$ cat src/rtl/mem_access_unit_if.sv
// Bus bundle for mem_access_unit: CPU-side req/done handshake and BRAM-side word port.
// slave = the access unit, master = control FSM plus BRAM.
interface mem_access_unit_if #(
    parameter int unsigned WORDS      = 10,
    parameter int unsigned DATA_WIDTH = 32
);
    logic                  req_i;
    logic                  we_i;
    logic [31:0]           addr_i;
    logic [1:0]            size_i;
    logic                  unsigned_i;
    logic [DATA_WIDTH-1:0] wdata_i;
    logic [DATA_WIDTH-1:0] rdata_o;
    logic                  done_o;
    logic                  busy_o;
    logic                  misalign_o;
    logic [WORDS-1:0]      mem_addr_o;
    logic [DATA_WIDTH-1:0] mem_data_o;
    logic                  mem_wr_o;
    logic [DATA_WIDTH-1:0] mem_data_i;

    modport slave (
        input  req_i, we_i, addr_i, size_i, unsigned_i, wdata_i, mem_data_i,
        output rdata_o, done_o, busy_o, misalign_o, mem_addr_o, mem_data_o, mem_wr_o
    );

    modport master (
        output req_i, we_i, addr_i, size_i, unsigned_i, wdata_i, mem_data_i,
        input  rdata_o, done_o, busy_o, misalign_o, mem_addr_o, mem_data_o, mem_wr_o
    );
endinterface

$ cat src/rtl/mem_access_unit.sv
// Byte-addressed load/store front end for a word-addressed BRAM (1-cycle registered read).
// Define MEM_RANGE_CHECK_EN to reject addresses with bits set above the BRAM range.
module mem_access_unit #(
    parameter int unsigned WORDS      = 10,
    parameter int unsigned DATA_WIDTH = 32
) (
    input logic              clk_i,
    input logic              reset_ni,
    mem_access_unit_if.slave bus
);

    localparam logic [2:0] StIdle = 3'd0;
    localparam logic [2:0] StRd   = 3'd1;
    localparam logic [2:0] StCap  = 3'd2;
    localparam logic [2:0] StWr   = 3'd3;
    localparam logic [2:0] StDone = 3'd4;
    localparam logic [2:0] StErr  = 3'd5;

    logic [2:0]            r_state;
    logic                  r_we;
    logic [1:0]            r_size;
    logic                  r_unsigned;
    logic [1:0]            r_lane;
    logic [DATA_WIDTH-1:0] r_wdata;
    logic [DATA_WIDTH-1:0] r_rdata;
    logic                  r_done;
    logic                  r_busy;
    logic                  r_misalign;
    logic [WORDS-1:0]      r_mem_addr;
    logic [DATA_WIDTH-1:0] r_mem_data;
    logic                  r_mem_wr;

    logic                  w_misalign;
    logic                  w_range_err;
    logic [7:0]            w_byte;
    logic [15:0]           w_half;
    logic [DATA_WIDTH-1:0] w_load;
    logic [DATA_WIDTH-1:0] w_merge;

    assign w_misalign = (bus.size_i == 2'b11) ||
                        (bus.size_i == 2'b01 && bus.addr_i[0]) ||
                        (bus.size_i == 2'b10 && bus.addr_i[1:0] != 2'b00);

`ifdef MEM_RANGE_CHECK_EN
    assign w_range_err = |bus.addr_i[31:WORDS+2];
`else
    // Upper address bits wrap silently.
    logic w_unused_addr_hi;
    assign w_unused_addr_hi = |bus.addr_i[31:WORDS+2];
    assign w_range_err      = 1'b0;
`endif

    always_comb begin
        w_byte = bus.mem_data_i[7:0];
        unique case (r_lane)
            2'd0: w_byte = bus.mem_data_i[7:0];
            2'd1: w_byte = bus.mem_data_i[15:8];
            2'd2: w_byte = bus.mem_data_i[23:16];
            2'd3: w_byte = bus.mem_data_i[31:24];
            default: w_byte = bus.mem_data_i[7:0];
        endcase
        w_half = r_lane[1] ? bus.mem_data_i[31:16] : bus.mem_data_i[15:0];
        unique case (r_size)
            2'b00:   w_load = r_unsigned ? {24'h0, w_byte} : {{24{w_byte[7]}}, w_byte};
            2'b01:   w_load = r_unsigned ? {16'h0, w_half} : {{16{w_half[15]}}, w_half};
            default: w_load = bus.mem_data_i;
        endcase
    end

    // Read-modify-write: only the addressed lane(s) take new store data.
    always_comb begin
        w_merge = bus.mem_data_i;
        if (r_size == 2'b00) begin
            unique case (r_lane)
                2'd0: w_merge[7:0]   = r_wdata[7:0];
                2'd1: w_merge[15:8]  = r_wdata[7:0];
                2'd2: w_merge[23:16] = r_wdata[7:0];
                2'd3: w_merge[31:24] = r_wdata[7:0];
                default: w_merge = bus.mem_data_i;
            endcase
        end else if (r_size == 2'b01) begin
            if (r_lane[1]) w_merge[31:16] = r_wdata[15:0];
            else           w_merge[15:0]  = r_wdata[15:0];
        end
    end

    always_ff @(posedge clk_i) begin
        if (!reset_ni) begin
            r_state    <= StIdle;
            r_we       <= 1'b0;
            r_size     <= 2'b00;
            r_unsigned <= 1'b0;
            r_lane     <= 2'b00;
            r_wdata    <= '0;
            r_rdata    <= '0;
            r_done     <= 1'b0;
            r_busy     <= 1'b0;
            r_misalign <= 1'b0;
            r_mem_addr <= '0;
            r_mem_data <= '0;
            r_mem_wr   <= 1'b1;
        end else begin
            r_done     <= 1'b0;
            r_misalign <= 1'b0;
            r_mem_wr   <= 1'b1;
            unique case (r_state)
                StIdle: begin
                    if (bus.req_i) begin
                        r_we       <= bus.we_i;
                        r_size     <= bus.size_i;
                        r_unsigned <= bus.unsigned_i;
                        r_lane     <= bus.addr_i[1:0];
                        r_wdata    <= bus.wdata_i;
                        r_mem_addr <= bus.addr_i[WORDS+1:2];
                        r_busy     <= 1'b1;
                        if (w_misalign || w_range_err) begin
                            r_state    <= StErr;
                            r_done     <= 1'b1;
                            r_misalign <= 1'b1;
                        end else if (bus.we_i && bus.size_i == 2'b10) begin
                            r_state    <= StWr;
                            r_mem_data <= bus.wdata_i;
                            r_mem_wr   <= 1'b0;
                        end else begin
                            r_state <= StRd;
                        end
                    end
                end
                StRd: r_state <= StCap;
                StCap: begin
                    if (r_we) begin
                        r_state    <= StWr;
                        r_mem_data <= w_merge;
                        r_mem_wr   <= 1'b0;
                    end else begin
                        r_state <= StDone;
                        r_rdata <= w_load;
                        r_done  <= 1'b1;
                    end
                end
                StWr: begin
                    r_state <= StDone;
                    r_done  <= 1'b1;
                end
                default: begin
                    r_state <= StIdle;
                    r_busy  <= 1'b0;
                end
            endcase
        end
    end

    assign bus.rdata_o    = r_rdata;
    assign bus.done_o     = r_done;
    assign bus.busy_o     = r_busy;
    assign bus.misalign_o = r_misalign;
    assign bus.mem_addr_o = r_mem_addr;
    assign bus.mem_data_o = r_mem_data;
    assign bus.mem_wr_o   = r_mem_wr;

endmodule

$ cat src/flat_wrapper.sv
// flat-port wrapper written by rule: the top's interface ports become plain ports
module mem_access_unit_flat 
#(
    parameter int unsigned WORDS      = 10,
    parameter int unsigned DATA_WIDTH = 32
)
  (clk_i, reset_ni, bus_req_i, bus_we_i, bus_addr_i, bus_size_i, bus_unsigned_i, bus_wdata_i, bus_mem_data_i, bus_rdata_o, bus_done_o, bus_busy_o, bus_misalign_o, bus_mem_addr_o, bus_mem_data_o, bus_mem_wr_o);
  mem_access_unit_if #(.WORDS(WORDS), .DATA_WIDTH(DATA_WIDTH)) bus_i ();
  input logic clk_i;
  input logic reset_ni;
  input wire logic [$bits(bus_i.req_i)-1:0] bus_req_i;
  input wire logic [$bits(bus_i.we_i)-1:0] bus_we_i;
  input wire logic [$bits(bus_i.addr_i)-1:0] bus_addr_i;
  input wire logic [$bits(bus_i.size_i)-1:0] bus_size_i;
  input wire logic [$bits(bus_i.unsigned_i)-1:0] bus_unsigned_i;
  input wire logic [$bits(bus_i.wdata_i)-1:0] bus_wdata_i;
  input wire logic [$bits(bus_i.mem_data_i)-1:0] bus_mem_data_i;
  output wire logic [$bits(bus_i.rdata_o)-1:0] bus_rdata_o;
  output wire logic [$bits(bus_i.done_o)-1:0] bus_done_o;
  output wire logic [$bits(bus_i.busy_o)-1:0] bus_busy_o;
  output wire logic [$bits(bus_i.misalign_o)-1:0] bus_misalign_o;
  output wire logic [$bits(bus_i.mem_addr_o)-1:0] bus_mem_addr_o;
  output wire logic [$bits(bus_i.mem_data_o)-1:0] bus_mem_data_o;
  output wire logic [$bits(bus_i.mem_wr_o)-1:0] bus_mem_wr_o;
  assign bus_i.req_i = bus_req_i;
  assign bus_i.we_i = bus_we_i;
  assign bus_i.addr_i = bus_addr_i;
  assign bus_i.size_i = bus_size_i;
  assign bus_i.unsigned_i = bus_unsigned_i;
  assign bus_i.wdata_i = bus_wdata_i;
  assign bus_i.mem_data_i = bus_mem_data_i;
  assign bus_rdata_o = bus_i.rdata_o;
  assign bus_done_o = bus_i.done_o;
  assign bus_busy_o = bus_i.busy_o;
  assign bus_misalign_o = bus_i.misalign_o;
  assign bus_mem_addr_o = bus_i.mem_addr_o;
  assign bus_mem_data_o = bus_i.mem_data_o;
  assign bus_mem_wr_o = bus_i.mem_wr_o;
  mem_access_unit #(.WORDS(WORDS), .DATA_WIDTH(DATA_WIDTH)) u_core (.clk_i(clk_i), .reset_ni(reset_ni), .bus(bus_i));
endmodule
$ cat config.mk
export PLATFORM = sky130hd
export DESIGN_NAME = mem_access_unit_flat
export DESIGN_NICKNAME = d
export VERILOG_FILES = /design/src/rtl/mem_access_unit_if.sv /design/src/rtl/mem_access_unit.sv /design/src/flat_wrapper.sv
export SDC_FILE = /design/constraint.sdc
export NUM_CORES = 1
export LEC_CHECK = 0
export ABC_AREA = 1
export CELL_PAD_IN_SITES_DETAIL_PLACEMENT = 0
export CELL_PAD_IN_SITES_GLOBAL_PLACEMENT = 1
export CORE_ASPECT_RATIO = 1.1
export CORE_MARGIN = 8
export CORE_UTILIZATION = 29
export CTS_CLUSTER_SIZE = 20
export DETAILED_ROUTE_END_ITERATION = 16
export PLACE_DENSITY = 0.84
export SETUP_SLACK_MARGIN = 0.05
export SYNTH_ARGS = -nofsm -noshare
export SYNTH_HDL_FRONTEND = slang
export SYNTH_SLANG_ARGS = --single-unit
$ cat constraint.sdc
create_clock -name clk_i -period 1.5 [get_ports clk_i]
set_clock_uncertainty 0.15 [all_clocks]
set_input_delay 0.3 -clock clk_i [delete_from_list [all_inputs] [get_ports clk_i]]
set_output_delay 0.3 -clock clk_i [all_outputs]
set_load 0.02 [all_outputs]
==> flow_metrics.env <==
export IMPL_die_w_um=148
export IMPL_layout_commonest_cell="nand2_1"
export IMPL_critical_path_arrival_ns=1.76
export IMPL_required_ns=1.62
export IMPL_cp_depth=7
export IMPL_crit_path_end_kind="flip-flop"
export IMPL_synth_seq_cells=103
export IMPL_grt_max_degree=52
export IMPL_dieArea_um2=23800
export IMPL_cts_tree="yes"
export IMPL_hold_depth=3
export IMPL_reg2reg_to="u_core.bus.mem_data_o[17]"
export IMPL_start_kind="flip-flop"
export IMPL_report_final_hold_viol_count=0
export IMPL_path_class="reg2reg"
export IMPL_maxCapViolCount=0
export IMPL_drt_initial_drc_count=394
export IMPL_routed_wl_mm=24.7
export IMPL_syn_to_final_growth_pct=76.4
export IMPL_r2r_start="u_core.r_size[0]"
export IMPL_ir_drop_mv=0.851
export IMPL_port_buffers=160
export IMPL_drc_errors=0
export IMPL_clkSlewWorstSetupHoldPaths_ns=0.08
export IMPL_path_buf_inv=1
export IMPL_ios=181
export IMPL_num_vias=6803
export IMPL_cp_top_family="compound AO/OA/AOI/OAI gates"
export IMPL_slowest_stage="dfxtp_4"
export IMPL_synth_cell_types=33
export IMPL_finalNonFillerCells=1371
export IMPL_final_nets=1221
export IMPL_synthFlopType="dfxtp_1"
export IMPL_worstMarginPinSlew_ns=0.439
export IMPL_reg2reg_slack_ns=-0.15
export IMPL_synth_nets=944
export IMPL_final_cell_mix="nand2_1 (143), dfxtp_1 (96), inv_1 (87), buf_4 (86), nor2_1 (76)"
export IMPL_max_slew_margin_pct=70.4
export IMPL_antenna_left=0
export IMPL_synth_warnings=0
export IMPL_core_area_um2=19000
export IMPL_worst_slack_ns=-0.148
export IMPL_insertion_delay_ns=0.36
export IMPL_critical_path_endpoint="u_core.bus.mem_data_o[17]"
export IMPL_powerDensity_nw_per_um2=2010
export IMPL_worstRegToRegCells=7
export IMPL_fmaxAchievable_mhz=607
export IMPL_initial_core_util_pct=29.3
export IMPL_max_stage_delay_ns=0.37
export IMPL_antenna_found_initial=1
export IMPL_drt_wirelength_per_cell_um=18.0
export IMPL_cts_root_buf="clkbuf_16"
export IMPL_track_usage_pct=18.6
export IMPL_grt_ovfl_total=0
export IMPL_synth_area_um2=5550
export IMPL_cp_cell_sequence="nor2_4 -> buf_8 -> o21ai_0 -> o21ai_0 -> a21oi_2 -> nor2_1 -> nor2_1"
export IMPL_avgSynthCellArea_um2=6.60
export IMPL_slew_viol_final=0
export IMPL_post_route_min_period_ns=1.65
export IMPL_crit_start="u_core.r_size[0]"
export IMPL_viasPerCell=4.96
export IMPL_crit_fanout=23
export IMPL_grt_pass1_wl_mm=34.9
export IMPL_ys_seq_area_share_pct=37.1
export IMPL_syn_instance_count=841
export IMPL_status="finished, violations left"
export IMPL_cts_made_buffers=9
export IMPL_placementRows=53
export IMPL_fill_cells=1894
export IMPL_dr_pass1_iters=5
export IMPL_htree_levels=3
export IMPL_synth_edf_count=0
export IMPL_failed_checks="setup timing"
export IMPL_finalCritPeriodShare_pct=110
export IMPL_dp_hpwl_mm=16.7
export IMPL_placedCellCount=1305
export IMPL_grt_pass1_vias=6471
export IMPL_layout_drive_gt1_share_pct=37.1
export IMPL_rsz0062_at_grt="yes"
export IMPL_total_power_mw=19.6
export IMPL_die_h_um=161
export IMPL_setup_violations=92
export IMPL_place_gp_congestion=0.924
export IMPL_power_leakage_nw=4.34
export IMPL_async_flop_share_pct=0
export IMPL_clock_sinks=103
export IMPL_cts_path_max_buffers=2
export IMPL_worstHoldPathType="in2reg"
## metal layers
metal / global-route usage, % / routed length, um
met5: 0 / 0
met4: 8.35 / 1020
met3: 3.78 / 1540
met2: 32.0 / 12100
met1: 22.0 / 10000
## power breakdown
group / total, mW / internal (mW) / switching (mW)
combinational: 13.0 / 6.14 / 6.88
clock: 2.27 / 1.14 / 1.14
sequential: 4.35 / 3.71 / 0.635
## state kept, by name, indices dropped and copies added (netlist names)
name and count:
u_core.bus.mem_data_o 32, u_core.bus.rdata_o 32, u_core.r_wdata 16, u_core.bus.mem_addr_o 10
u_core.r_state 3, u_core.r_lane 2, u_core.r_size 2, u_core.bus.busy_o 1
u_core.bus.done_o 1, u_core.bus.mem_wr_o 1, u_core.bus.misalign_o 1, u_core.r_unsigned 1
u_core.r_we 1
## through the flow
| stage | cell area [um^2] | hold WS [ns] | setup WS [ns] | TNS, ns | utilization, % |
|---|---|---|---|---|---|
| CTS | 9100 | 0.214 | -0.134 | -6.12 | 48.0 |
| floorplan | 5620 | 0.294 | 0.00288 | 0 | - |
| global placement | 8220 | 0.295 | -0.502 | -34.02 | 43.3 |
| detailed placement | 8220 | 0.300 | -0.583 | -37.47 | 43.3 |
| global route | 9790 | 0.144 | -0.243 | -14.97 | 51.6 |
| finish | 9790 | 0.138 | -0.148 | -7.89 | 51.6 |
## cells in the mapped netlist, types with 3 or more instances
master	count	area share [%]
inv_1	91	6.2
a21oi_1	76	6.9
o21ai_0	117	11
inv_2	10	0.68
a21oi_2	4	0.63
a22oi_1	5	0.68
a31oi_1	4	0.45
o21ai_1	11	0.99
nand3_1	50	4.5
o21bai_1	16	2.2
dfxtp_1	103	37
nand2_2	3	0.34
nor2_2	3	0.34
buf_2	16	1.4
clkbuf_1	29	2.0
or2_2	16	1.8
nor2_1	81	5.5
nand2_1	158	11
o21a_1	8	1.1
buf_6	4	0.81
nand4_1	7	0.79
o211ai_1	14	1.9
## worst reg2reg max path: cells and delay by family (launching register included)
| family | cells | cell delay, ns |
|---|---|---|
| AND/OR/NAND/NOR | 3 | 0.34 |
| flip-flops | 1 | 0.37 |
| AO/OA/AOI/OAI | 3 | 0.46 |
| buffers and inverters | 1 | 0.21 |
## cells by family (layout without fill, tap and decap cells)
logic type      after synthesis  count (layout)  share of synthesized area (%)
simple gates                327             330                           25.9
compound gates              257             257                           25.6
other cells                   0               1                              0
buf+inv                     154             433                           11.4
flops                       103             103                           37.1
## final cells by class
type	instances	area, um^2	area share [%]
multi-input cells	587	3450	35.3
clock inverters	6	45.0	0.460
flip-flops and latches	103	2080	21.2
well taps	247	309	3.16
inverters	102	395	4.04
diodes	1	2.50	0.0256
clock buffers	10	229	2.34
repair buffers	315	3280	33.5
## how the worst min path moves through the flow
stage,start,end,slack [ns]
floorplan,u_core.r_wdata[11],u_core.r_wdata[11],0.29
global placement,u_core.bus.mem_addr_o[3],u_core.bus.mem_addr_o[3],0.29
detailed placement,u_core.bus.mem_addr_o[3],u_core.bus.mem_addr_o[3],0.30
CTS,reset_ni,u_core.bus.mem_wr_o,0.21
global route,bus_req_i,u_core.bus.misalign_o,0.14
finish,bus_req_i,u_core.bus.misalign_o,0.14
## what timing repair did
item                                    4_1_cts  5_1_grt
pin swaps                                    10       56
resized for setup                           324      203
hold buffers                                  0        0
endpoints found under the setup margin      168      122
setup buffers                                14       15
gates cloned                                 10       12
(Power assumes the default switching activity.)
